[src/rtl/cache_mem_bridge.sv]
// Cache-to-bus bridge.
// A line read issues one line-aligned address beat and then collects BEATS
// response beats into a line buffer. A word write issues an address beat
// followed by a data beat. Each transaction ends with a one-cycle completion
// pulse. Only one transaction is in flight at a time.
module cache_mem_bridge #(
    parameter int WIDTH       = 64,
    parameter int BLOCKSZ     = 512,
    parameter int ADDRESSSIZE = 64,
    parameter int TAGWIDTH    = 13,
    parameter logic [TAGWIDTH-1:0] READ_TAG  = TAGWIDTH'(13'h1100),
    parameter logic [TAGWIDTH-1:0] WRITE_TAG = TAGWIDTH'(13'h0100)
) (
    input  logic                   clk,
    input  logic                   rst,
    // cache side
    input  logic                   req_valid,
    output logic                   req_ready,
    input  logic [ADDRESSSIZE-1:0] mem_address,
    input  logic                   mem_wr_en,
    input  logic [WIDTH-1:0]       mem_data_out,
    output logic [BLOCKSZ-1:0]     mem_data_in,
    output logic                   mem_data_valid,
    // bus request channel
    output logic                   bus_reqcyc,
    input  logic                   bus_reqack,
    output logic [WIDTH-1:0]       bus_req,
    output logic [TAGWIDTH-1:0]    bus_reqtag,
    // bus response channel
    input  logic                   bus_respcyc,
    output logic                   bus_respack,
    input  logic [WIDTH-1:0]       bus_resp
);

    localparam int BEATS = BLOCKSZ / WIDTH;
    localparam int CNT_W = (BEATS > 1) ? $clog2(BEATS) : 1;
    // Byte-offset bits inside one cache line; cleared for line reads.
    localparam int OFF_W = $clog2(BLOCKSZ / 8);
    localparam logic [ADDRESSSIZE-1:0] ALIGN_MASK = {ADDRESSSIZE{1'b1}} << OFF_W;

    typedef enum logic [2:0] {
        IDLE,
        RD_REQ,
        RD_DATA,
        WR_ADDR,
        WR_DATA,
        DONE
    } state_t;

    state_t                   state;
    state_t                   state_next;
    logic [ADDRESSSIZE-1:0]   addr_hold;
    logic [WIDTH-1:0]         wdata_hold;
    logic [CNT_W-1:0]         beat_cnt;
    logic [BLOCKSZ-1:0]       line_buf;
    logic [BLOCKSZ-1:0]       line_next;
    logic                     accept;
    logic                     beat_take;
    logic                     last_beat;

    assign accept    = (state == IDLE) && req_valid;
    assign beat_take = (state == RD_DATA) && bus_respcyc;
    assign last_beat = (beat_cnt == CNT_W'(BEATS - 1));

    // State register; reset returns to IDLE from anywhere, mid-burst included.
    always_ff @(posedge clk) begin
        if (rst) begin
            state <= IDLE;
        end else begin
            state <= state_next;
        end
    end

    // Next-state decode and all bus/cache handshake outputs.
    always_comb begin
        state_next     = state;
        req_ready      = 1'b0;
        mem_data_valid = 1'b0;
        bus_reqcyc     = 1'b0;
        bus_req        = '0;
        bus_reqtag     = '0;
        bus_respack    = 1'b0;
        case (state)
            IDLE: begin
                req_ready = 1'b1;
                if (req_valid) begin
                    state_next = mem_wr_en ? WR_ADDR : RD_REQ;
                end
            end
            RD_REQ: begin
                bus_reqcyc = 1'b1;
                bus_req    = WIDTH'(addr_hold & ALIGN_MASK);
                bus_reqtag = READ_TAG;
                if (bus_reqack) begin
                    state_next = RD_DATA;
                end
            end
            RD_DATA: begin
                // Every offered beat is taken immediately; gaps simply stall.
                bus_respack = bus_respcyc;
                if (bus_respcyc && last_beat) begin
                    state_next = DONE;
                end
            end
            WR_ADDR: begin
                bus_reqcyc = 1'b1;
                bus_req    = WIDTH'(addr_hold);
                bus_reqtag = WRITE_TAG;
                if (bus_reqack) begin
                    state_next = WR_DATA;
                end
            end
            WR_DATA: begin
                bus_reqcyc = 1'b1;
                bus_req    = wdata_hold;
                bus_reqtag = WRITE_TAG;
                if (bus_reqack) begin
                    state_next = DONE;
                end
            end
            DONE: begin
                mem_data_valid = 1'b1;
                state_next     = IDLE;
            end
            default: begin
                state_next = IDLE;
            end
        endcase
    end

    // Capture the request so the bus beats stay stable while the cache moves on.
    always_ff @(posedge clk) begin
        if (!rst && accept) begin
            addr_hold  <= mem_address;
            wdata_hold <= mem_data_out;
        end
    end

    // Beat counter: cleared when the read address is taken, wraps after the last beat.
    always_ff @(posedge clk) begin
        if (rst) begin
            beat_cnt <= '0;
        end else if ((state == RD_REQ) && bus_reqack) begin
            beat_cnt <= '0;
        end else if (beat_take) begin
            beat_cnt <= last_beat ? '0 : beat_cnt + 1'b1;
        end
    end

    // Line buffer with the incoming beat dropped into its slot.
    always_comb begin
        line_next = line_buf;
        line_next[beat_cnt*WIDTH +: WIDTH] = bus_resp;
    end

    // Partial line accumulation; every slot is rewritten by each read.
    always_ff @(posedge clk) begin
        if (!rst && beat_take) begin
            line_buf <= line_next;
        end
    end

    // Cache-visible line only changes when a whole read has completed.
    always_ff @(posedge clk) begin
        if (rst) begin
            mem_data_in <= '0;
        end else if (beat_take && last_beat) begin
            mem_data_in <= line_next;
        end
    end

endmodule

[config.mk]
export PLATFORM = sky130hd
export DESIGN_NAME = cache_mem_bridge
export DESIGN_NICKNAME = d
export VERILOG_FILES = /design/src/rtl/cache_mem_bridge.sv
export SDC_FILE = /design/constraint.sdc
export NUM_CORES = 2
export LEC_CHECK = 0
export ABC_AREA = 1
export CORE_MARGIN = 2
export CORE_UTILIZATION = 42
export DETAILED_ROUTE_END_ITERATION = 10
export PLACE_DENSITY_LB_ADDON = 0.2
export SLEW_MARGIN = 20
export SYNTH_ARGS = -nofsm -noshare
export SYNTH_HDL_FRONTEND = slang
export SYNTH_SLANG_ARGS = --single-unit
export TNS_END_PERCENT = 100
[constraint.sdc]
create_clock -name clk -period 61.7 [get_ports clk]
set_clock_uncertainty 0.15 [all_clocks]
set_input_delay 6.17 -clock clk [delete_from_list [all_inputs] [get_ports clk]]
set_output_delay 6.17 -clock clk [all_outputs]
set_load 0.005 [all_outputs]
==> impl_metrics.ini <==
[route]
dr_wl_met2_um = 79400
ant_nets = 0
top_layer = met4
route.met3.wl_um = 11200
vias_per_cell = 5.05
drc = 0
met1Wirelength_um = 59300
first_pass_iters = 6
post_drt_wl_per_cell_um = 20.6
routed_wl_um = 157000
dr.first_iter.drc_count = 2901
vias = 38400

[placed_design]
pre_cts_slack_ns = 47.89
dpl.hpwl_um = 104000
routabilityCongestion = 0.813
io_buffers = 779
place_inst = 7374
place_area_sq_um = 56500

[global_routing]
grt_max_degree = 235
grt_pass1_wl_um = 231000
globalRoute.totalOverflow = 0
grt_pass1_vias = 36200
antenna_found_initial = 4
gr-usage-all-layers_pct = 25.9

[critical_path]
startpoint_type = input port
crit_start = bus_respcyc
required_ns = 55.38
cp-endpoint = bus_respack
crit_arrival_ns = 7.50
critical_path_class = in2out
r2r_slack_ns = 56.66
reg2reg_to = mem_data_in[159]$_SDFFE_PP0P_
end_kind = output pin
r2r_start = state[1]$_SDFFE_PP0P_
cp_max_fo = 9
rr_worst_depth = 10

[timing]
fin_crit_sh_pct = 22.4
worst_slew_pin_slew_ns = 1.28
setup_viol = 0
hold_violations = 0
grt_setup_unrepaired = no
setup_tns_ns = 0
timing.slew.headroom_pct = 14.9
timing.final.ws_setup_ns = 47.88
fin_crit_ns = 13.82
fmax_ghz = 0.0724
drv_slew = 0

[finish]
nets = 6188
area_growth_pct = 25.5
fillers = 10500
stdcell_count = 7605
layout-drive-gt1-share_pct = 4.24
stdcell_area_sq_um = 60600
layout_commonest_cell = nand2_1
layout_common_cells = nand2_1 (865), nor2_1 (848), clkdlybuf4s50_1 (778)

[clocking]
htree_levels = 3
cts_num_sinks = 1158
clock_latency_ns = 0.72
postCtsSetupBuffers = 0
cts_buffers = 120
path_clk_slew_ns = 0.06
cts_tree = yes
postCtsHoldBufs = 0
clockBufferDepth = 3
clock-root-buffer = clkbuf_16
cts_resized = 0

[yosys]
synthesis.instances = 5402
synth_cell_types = 28
yosysSeqAreaShare_pct = 61.3
ys_ff_latch = 1158
ys_top_cells_by_area = edfxtp_1 (40%), dfxtp_1 (21%), nand2_1 (6.8%)
avgSynthCellArea_sq_um = 8.93
ys.flop_type = edfxtp_1
syn_area_sq_um = 48200
ys_warn_count = 0
synth_top_area_cell = edfxtp_1
synthArstFlopShare_pct = 0
synth_top_area_share_pct = 39.8
synth-edff-count = 640

[die]
die_x_um = 343
fp-row-count = 124
initial_core_util_pct = 42.2
die-height_um = 343
ios = 791
die-area_sq_um = 118000
core_sq_um = 114000

[outcome]
outcome = finished clean

[pwr]
leakage_nw = 26.1
peakVddDrop_mv = 0.0316
p_per_area_nw_per_um2 = 32.7

[run]
drv_cap = 0

[hold_path]
holdPathStages = 2
hp-class = reg2reg
## worst max-delay path: stages
cell	delay (ns)
clkdlybuf4s50_1	0.54
nand3_4	0.18
inv_1	0.11
clkdlybuf4s50_1	0.50
## final cells by class
cell class,instances,area [sq um],share of cell area [%]
Clock inverter,55,554,0.915
Clock buffer,173,3420,5.66
Tap cell,1512,1890,3.12
Timing Repair Buffer,822,8170,13.5
Multi-Input combinational cell,3162,14200,23.4
Inverter,721,2720,4.50
Antenna cell,2,5.00,0.00826
Sequential cell,1158,29600,48.9
## worst min path at each step
stage / from / endpoint / slack (ns)
after floorplan: beat_cnt[1]$_SDFFE_PP0N_ / beat_cnt[1]$_SDFFE_PP0N_ / 0.34
after CTS: mem_data_in[459]$_SDFFE_PP0P_ / mem_data_in[459]$_SDFFE_PP0P_ / 0.37
after global placement: mem_data_in[448]$_SDFFE_PP0P_ / mem_data_in[448]$_SDFFE_PP0P_ / 0.34
after global routing: mem_data_in[497]$_SDFFE_PP0P_ / mem_data_in[497]$_SDFFE_PP0P_ / 0.40
after detailed placement: mem_data_in[497]$_SDFFE_PP0P_ / mem_data_in[497]$_SDFFE_PP0P_ / 0.35
final: mem_data_in[459]$_SDFFE_PP0P_ / mem_data_in[459]$_SDFFE_PP0P_ / 0.36
## routing by layer
layer,vias to the layer above,track usage [%]
met1,18100,30.4
met5,-,0
met3,257,5.46
met2,1307,45.6
li1,18700,-
met4,0,11.4
## power breakdown
| group | total (mW) | internal [mW] | switching (mW) | leakage [nW] |
|---|---|---|---|---|
| Combinational | 0.361 | 0.104 | 0.257 | 14.2 |
| Sequential | 0.882 | 0.871 | 0.0109 | 9.98 |
| Clock | 0.734 | 0.420 | 0.314 | 1.95 |
| Total | 1.98 | 1.40 | 0.582 | 26.1 |
## registers in the layout, summed over array words and instances, names as in the netlist
name / cells
line_buf: 512
wdata_hold: 64
beat_cnt: 3
addr_hold: 64
state: 3
mem_data_in: 512
## kinds of logic after synthesis
family,Yosys count,share of synthesized area [%]
buffers and inverters,1092,9.59
other,1,0.00777
AO/OA/AOI/OAI,957,10.5
flip-flops,1158,61.3
adder cells (fa/ha/maj),5,0.130
AND/OR/NAND/NOR,2189,18.5
## metrics by stage
step | power [mW] | util [%] | hold WS, ns
2_1_floorplan | 1.13 | - | 0.341
3_3_place_gp | 1.26 | 49.5 | 0.341
5_1_grt | 2.06 | 53.0 | 0.397
3_5_place_dp | 1.26 | 49.5 | 0.346
4_1_cts | 1.99 | 53.0 | 0.369
6_report | 1.98 | 53.0 | 0.364
## cell usage after synthesis, types with 2 or more instances
master      n
buf_6      31
nand4_1    65
nand2_1   868
buf_4      44
buf_2      84
nor2_2      2
inv_1     718
edfxtp_1  640
buf_1      49
nor2_4      2
clkbuf_1  161
inv_2       2
nand3_1   397
a211oi_1    3
a32o_1      6
a21oi_1   129
dfxtp_1   518
nor3_1      2
a22o_1     58
o21ai_0   626
ha_1        5
buf_8       2
nor2_1    851
o21ai_1   135
No activity file was read; power rests on OpenSTA's default activity.
